## config.mk

```make
export PLATFORM = sky130hd
export DESIGN_NAME = frame_rx
export DESIGN_NICKNAME = d
export VERILOG_FILES = /design/src/rtl/frame_rx.sv
export SDC_FILE = /design/constraint.sdc
export NUM_CORES = 1
export LEC_CHECK = 0
export ABC_AREA = 1
export ABC_CLOCK_PERIOD_IN_PS = 2200
export CAP_MARGIN = 20
export CORE_MARGIN = 1.5
export CORE_UTILIZATION = 25
export DETAILED_ROUTE_END_ITERATION = 16
export GPL_TIMING_DRIVEN = 0
export PLACE_DENSITY_LB_ADDON = 0.05
export SYNTH_ARGS = -nofsm -noshare
export SYNTH_HDL_FRONTEND = slang
export SYNTH_SLANG_ARGS = --single-unit
```

## constraint.sdc

```tcl
create_clock -name clk -period 2.2 [get_ports clk]
set_clock_uncertainty 0.15 [all_clocks]
set_input_delay 0.22 -clock clk [delete_from_list [all_inputs] [get_ports clk]]
set_output_delay 0.22 -clock clk [all_outputs]
set_load 0.02 [all_outputs]
```

## src/rtl/frame_rx.sv

```systemverilog
// Purpose: frame receiver; SOF plus M-1 words go to header registers, next N words to the data FIFO.
// Latency: every output is registered, so strobes appear one clock after the accepted word.
// Backpressure: none upstream; a data word arriving while fifo_full is set is dropped and marks the frame bad.
//
// Ports:
//   clk, rst_n             clock, asynchronous active-low reset
//   rx_valid/rx_data/rx_sof  receive word stream; rx_sof marks header word 0
//   fifo_full              downstream data FIFO cannot take a write
//   hdr_we/hdr_addr/hdr_data  header register write port
//   fifo_wr/fifo_din       data FIFO write port
//   frame_done/frame_err   one-cycle end-of-frame status pulses
//   frame_cnt              count of good frames (wraps)
//   busy                   receiver is inside a frame
module frame_rx #(
    parameter int M = 4,
    parameter int N = 4096,
    parameter int W = 32
) (
    input  logic         clk,
    input  logic         rst_n,
    input  logic         rx_valid,
    input  logic [W-1:0] rx_data,
    input  logic         rx_sof,
    input  logic         fifo_full,
    output logic         hdr_we,
    output logic [1:0]   hdr_addr,
    output logic [W-1:0] hdr_data,
    output logic         fifo_wr,
    output logic [W-1:0] fifo_din,
    output logic         frame_done,
    output logic         frame_err,
    output logic [15:0]  frame_cnt,
    output logic         busy
);

    typedef enum logic [1:0] {
        IDLE = 2'd0,
        HDR  = 2'd1,
        DATA = 2'd2
    } state_t;

    localparam logic [1:0]  HDR_LAST = 2'(M - 1);
    localparam logic [15:0] DAT_LAST = 16'(N - 1);

    state_t         state_q, state_d;
    logic [1:0]     hdr_cnt_q, hdr_cnt_d;
    logic [15:0]    dat_cnt_q, dat_cnt_d;
    logic           ovf_q, ovf_d;
    logic           hdr_we_q, hdr_we_d;
    logic [1:0]     hdr_addr_q, hdr_addr_d;
    logic [W-1:0]   hdr_data_q, hdr_data_d;
    logic           fifo_wr_q, fifo_wr_d;
    logic [W-1:0]   fifo_din_q, fifo_din_d;
    logic           done_q, done_d;
    logic           err_q, err_d;
    logic [15:0]    frame_cnt_q, frame_cnt_d;
    logic           busy_q, busy_d;
    logic           ovf_now;

    always_comb begin
        state_d     = state_q;
        hdr_cnt_d   = hdr_cnt_q;
        dat_cnt_d   = dat_cnt_q;
        ovf_d       = ovf_q;
        hdr_we_d    = 1'b0;
        hdr_addr_d  = hdr_addr_q;
        hdr_data_d  = hdr_data_q;
        fifo_wr_d   = 1'b0;
        fifo_din_d  = fifo_din_q;
        done_d      = 1'b0;
        err_d       = 1'b0;
        frame_cnt_d = frame_cnt_q;
        ovf_now     = ovf_q | fifo_full;

        if (rx_valid) begin
            if (rx_sof) begin
                // SOF always starts a new frame; inside a frame it aborts the old one,
                // including on what would have been the last data word.
                err_d      = (state_q != IDLE);
                ovf_d      = 1'b0;
                hdr_we_d   = 1'b1;
                hdr_addr_d = 2'd0;
                hdr_data_d = rx_data;
                dat_cnt_d  = 16'd0;
                if (HDR_LAST == 2'd0) begin
                    hdr_cnt_d = 2'd0;
                    state_d   = DATA;
                end else begin
                    hdr_cnt_d = 2'd1;
                    state_d   = HDR;
                end
            end else begin
                case (state_q)
                    HDR: begin
                        hdr_we_d   = 1'b1;
                        hdr_addr_d = hdr_cnt_q;
                        hdr_data_d = rx_data;
                        if (hdr_cnt_q == HDR_LAST) begin
                            hdr_cnt_d = 2'd0;
                            dat_cnt_d = 16'd0;
                            state_d   = DATA;
                        end else begin
                            hdr_cnt_d = hdr_cnt_q + 2'd1;
                        end
                    end
                    DATA: begin
                        if (!fifo_full) begin
                            fifo_wr_d  = 1'b1;
                            fifo_din_d = rx_data;
                        end
                        // Dropped words still count toward N so the frame ends on time.
                        if (dat_cnt_q == DAT_LAST) begin
                            if (ovf_now) begin
                                err_d = 1'b1;
                            end else begin
                                done_d      = 1'b1;
                                frame_cnt_d = frame_cnt_q + 16'd1;
                            end
                            ovf_d     = 1'b0;
                            dat_cnt_d = 16'd0;
                            state_d   = IDLE;
                        end else begin
                            ovf_d     = ovf_now;
                            dat_cnt_d = dat_cnt_q + 16'd1;
                        end
                    end
                    default: ; // IDLE: words without SOF are ignored
                endcase
            end
        end

        busy_d = (state_d != IDLE);
    end

    always_ff @(posedge clk or negedge rst_n) begin
        if (!rst_n) begin
            state_q     <= IDLE;
            hdr_cnt_q   <= 2'd0;
            dat_cnt_q   <= 16'd0;
            ovf_q       <= 1'b0;
            hdr_we_q    <= 1'b0;
            hdr_addr_q  <= 2'd0;
            hdr_data_q  <= '0;
            fifo_wr_q   <= 1'b0;
            fifo_din_q  <= '0;
            done_q      <= 1'b0;
            err_q       <= 1'b0;
            frame_cnt_q <= 16'd0;
            busy_q      <= 1'b0;
        end else begin
            state_q     <= state_d;
            hdr_cnt_q   <= hdr_cnt_d;
            dat_cnt_q   <= dat_cnt_d;
            ovf_q       <= ovf_d;
            hdr_we_q    <= hdr_we_d;
            hdr_addr_q  <= hdr_addr_d;
            hdr_data_q  <= hdr_data_d;
            fifo_wr_q   <= fifo_wr_d;
            fifo_din_q  <= fifo_din_d;
            done_q      <= done_d;
            err_q       <= err_d;
            frame_cnt_q <= frame_cnt_d;
            busy_q      <= busy_d;
        end
    end

    assign hdr_we     = hdr_we_q;
    assign hdr_addr   = hdr_addr_q;
    assign hdr_data   = hdr_data_q;
    assign fifo_wr    = fifo_wr_q;
    assign fifo_din   = fifo_din_q;
    assign frame_done = done_q;
    assign frame_err  = err_q;
    assign frame_cnt  = frame_cnt_q;
    assign busy       = busy_q;

endmodule

```

==> results.toml <==
[status]
status = "finished clean"

[grt]
grt_pass1_vias = 4334
grt_pass1_wl_um = 22400
grt_usage_pct = 14.1
antenna_found_initial = 0
grt_max_degree = 64
grt_overflow = 0

[clocking]
cts.sinks = 108
root_buffer = "clkbuf_16"
clock_path_buffers = 2
numCtsBuffers = 9
cts_tree = "yes"
htree_levels = 3
clk_pin_slew_ps = 80
worst_skew_pair.late_latency_ps = 350

[pwr]
clkPwrFrac_pct = 24.3
ir_drop_uv = 406
cellLeakagePower_nw = 3.27
power.internal_mw = 4.23
p_sw_share_pct = 36.1
combPwrFrac_pct = 35.3
p_seq_share_pct = 40.4
p_sw_mw = 2.39
powerDensity_mw_per_mm2 = 976

[placed_design]
routabilityCongestion = 0.771
dpl.hpwl_um = 9850
place_inst = 974
numPortBuffers = 123

[die]
fp-row-count = 50
die_y_um = 143
die_x_um = 143
io_pins = 124
die-area_mm2 = 0.0203
initial_utilization_pct = 25.8
core_area_mm2 = 0.0189

[final_layout]
final_cell_mix = "nand2_1, clkdlybuf4s50_1, dfrtp_1"
seqCellArea_mm2 = 0.00270
area_growth_pct = 39.2
antennaDiodeCount = 0
final_common_cell = "nand2_1"
drive_above_1_share_pct = 6.69
instances_no_fill = 992
num-fill-cells = 1996
finalNetCount = 770
multi_input_area_mm2 = 0.00182

[sta]
setup_violations = 0
timing.fmax_mhz = 502
hold_viol_final = 0
slew_headroom_pct = 66.4
fin_tns_setup_ps = 0
rsz0062_at_grt = "true"
slew_viol_final = 0
period_needed_ps = 1990
fin_crit_sh_pct = 90.5
worst_pin_slew_ps = 503

[logic_synthesis]
ys_ff_latch = 108
syn_nets = 633
synth_compound_area_share_pct = 7.35
synth_xor_area_share_pct = 1.80
yosys_warnings = 0
avgSynthCellArea_um2 = 8.25
synth_mux_area_share_pct = 0
syn_inst = 590
seq_area_frac_synth_pct = 55.5
synth_top_family_by_area = "simple AND/OR/NAND/NOR gates"
ys_types = 27
netlist_area_mm2 = 0.00487
synth_fa_ha_area_share_pct = 1.54
synthSimpleGateAreaFrac_pct = 26.5

[setup_path]
cp_max_fo = 10
cp.required_ps = 2330
r2r_end = "dat_cnt_q[15]$_DFFE_PN0P_"
worst_ep_arrival_time_ps = 2120
r2r_setup_slack_ps = 210
reg2regPathDepth = 13
r2r-start = "state_q[1]$_DFF_PN0_"
worst_setup_path_start_kind = "flop"
worstSetupEndpointType = "flop"
crit_type = "reg -> reg"

[detailed_routing]
drc_errors = 0
ant_nets = 0
drt_iter0_markers = 176
routed_wl_um = 13500
vias = 4168
dr.pass1.iters = 4
avgViaCountPerCell = 4.20
routedWlPerCell_um = 13.6

[run]
maxCapViolCount = 0

[min_path]
min_path_type = "in -> async"
==> cell usage after synthesis <==
master | instances | area share [%]
dfrtp_1 | 108 | 56
nand2_1 | 202 | 16
buf_6 | 1 | 0.23
ha_1 | 6 | 1.5
buf_2 | 3 | 0.31
buf_1 | 2 | 0.15
xnor2_1 | 6 | 1.1
clkbuf_1 | 10 | 0.77
nor2_8 | 1 | 0.41
nand3_4 | 1 | 0.36
o21bai_1 | 1 | 0.15
nand2_4 | 3 | 0.69
nand4_1 | 10 | 1.3
o21ai_0 | 60 | 6.2
nor2_1 | 51 | 3.9
nand3_1 | 26 | 2.7
nor3_4 | 1 | 0.33
inv_2 | 7 | 0.54
nor2_4 | 1 | 0.23
a31oi_1 | 1 | 0.13
nand3b_1 | 1 | 0.15
nand2_2 | 3 | 0.39
nor3_1 | 5 | 0.51
a21oi_1 | 7 | 0.72
o32ai_1 | 1 | 0.18
xor2_1 | 4 | 0.72
inv_1 | 68 | 5.2
==> logic make-up (layout without fill, tap and decap cells) <==
family / after synthesis / count (layout)
xor gates and xnor gates: 10 / 10
buffers and inverters: 91 / 233
DFF: 108 / 108
AOI/OAI and AO/OA: 70 / 70
and+or+nand+nor: 305 / 305
adders and majority gates: 6 / 6
==> repair_timing <==
item,CTS,global route
gates resized for setup,1,16
hold buffers,1,0
endpoints found under the hold margin,45,0
setup endpoints to repair,10,57
buffers inserted,0,1
==> sequential cells by signal (all words and copies together) (netlist names) <==
register / cells
ovf_q: 1
hdr_cnt_q: 2
busy: 1
hdr_data: 32
fifo_wr: 1
dat_cnt_q: 16
frame_err: 1
fifo_din: 32
hdr_we: 1
state_q: 2
frame_cnt: 16
frame_done: 1
hdr_addr: 2
==> per-stage QoR <==
step,hold WS [ps],total power [mW],util [%],instance area [um^2],setup WS [ps]
after floorplan,-226,3.81,-,4870,507
after global placement,308,5.06,34.0,6420,-3830
after detailed placement,56.7,5.07,34.2,6450,-165
after CTS,247,6.74,35.7,6750,26.1
after global routing,274,7.07,35.9,6780,-2.72
final,226,6.62,35.9,6780,209
==> power by group through the flow <==
stage	registers, mW	clock network [mW]	logic (mW)
6_report	2.67	1.61	2.34
5_1_grt	2.73	1.78	2.56
4_1_cts	2.67	1.69	2.38
3_5_place_dp	2.70	0	2.37
3_3_place_gp	2.70	0	2.36
2_1_floorplan	3.19	0	0.616
==> how the worst max path moves through the flow <==
stage | slack [ps] | start | to
3_5_place_dp | -160 | rx_valid | fifo_din[31]$_DFFE_PN0P_
2_1_floorplan | 510 | dat_cnt_q[0]$_DFFE_PN0P_ | frame_cnt[13]$_DFFE_PN0P_
3_3_place_gp | -3830 | rst_n | fifo_din[7]$_DFFE_PN0P_
6_report | 210 | state_q[1]$_DFF_PN0_ | dat_cnt_q[15]$_DFFE_PN0P_
5_1_grt | -3 | state_q[1]$_DFF_PN0_ | dat_cnt_q[15]$_DFFE_PN0P_
4_1_cts | 30 | state_q[1]$_DFF_PN0_ | hdr_data[30]$_DFFE_PN0P_
==> final cells by class <==
class                           instances  area share, %
Buffer                                 16           1.20
Clock buffer                            9           3.32
Clock inverter                          7          0.905
Inverter                               75           4.19
Multi-Input combinational cell        391           26.9
Sequential cell                       108           39.9
Tap cell                              260           4.80
Timing Repair Buffer                  126           18.8
==> layer usage <==
layer  wire, um  share of wire, %  track usage, %  vias to the layer above
li1           -                 -               -                     2113
met1       6080                45            17.9                     1960
met2       6310                47            22.6                       83
met3        880               6.5            4.54                       12
met4        178               1.3            4.56                        0
met5          0                 0               0                        -
==> worst max-delay path, cell delays in order (launching register included) <==
cell and delay (ps):
dfrtp_1 400, inv_1 100, ha_1 180, nand2_1 70, nand2_1 140, inv_2 90
nand2_1 140, nand2_4 110, inv_2 110, buf_6 150, nand3_1 80, nand2_1 70
nand2_1 40, nor2_1 80
Note: power is estimated with default switching activity, not from simulation.
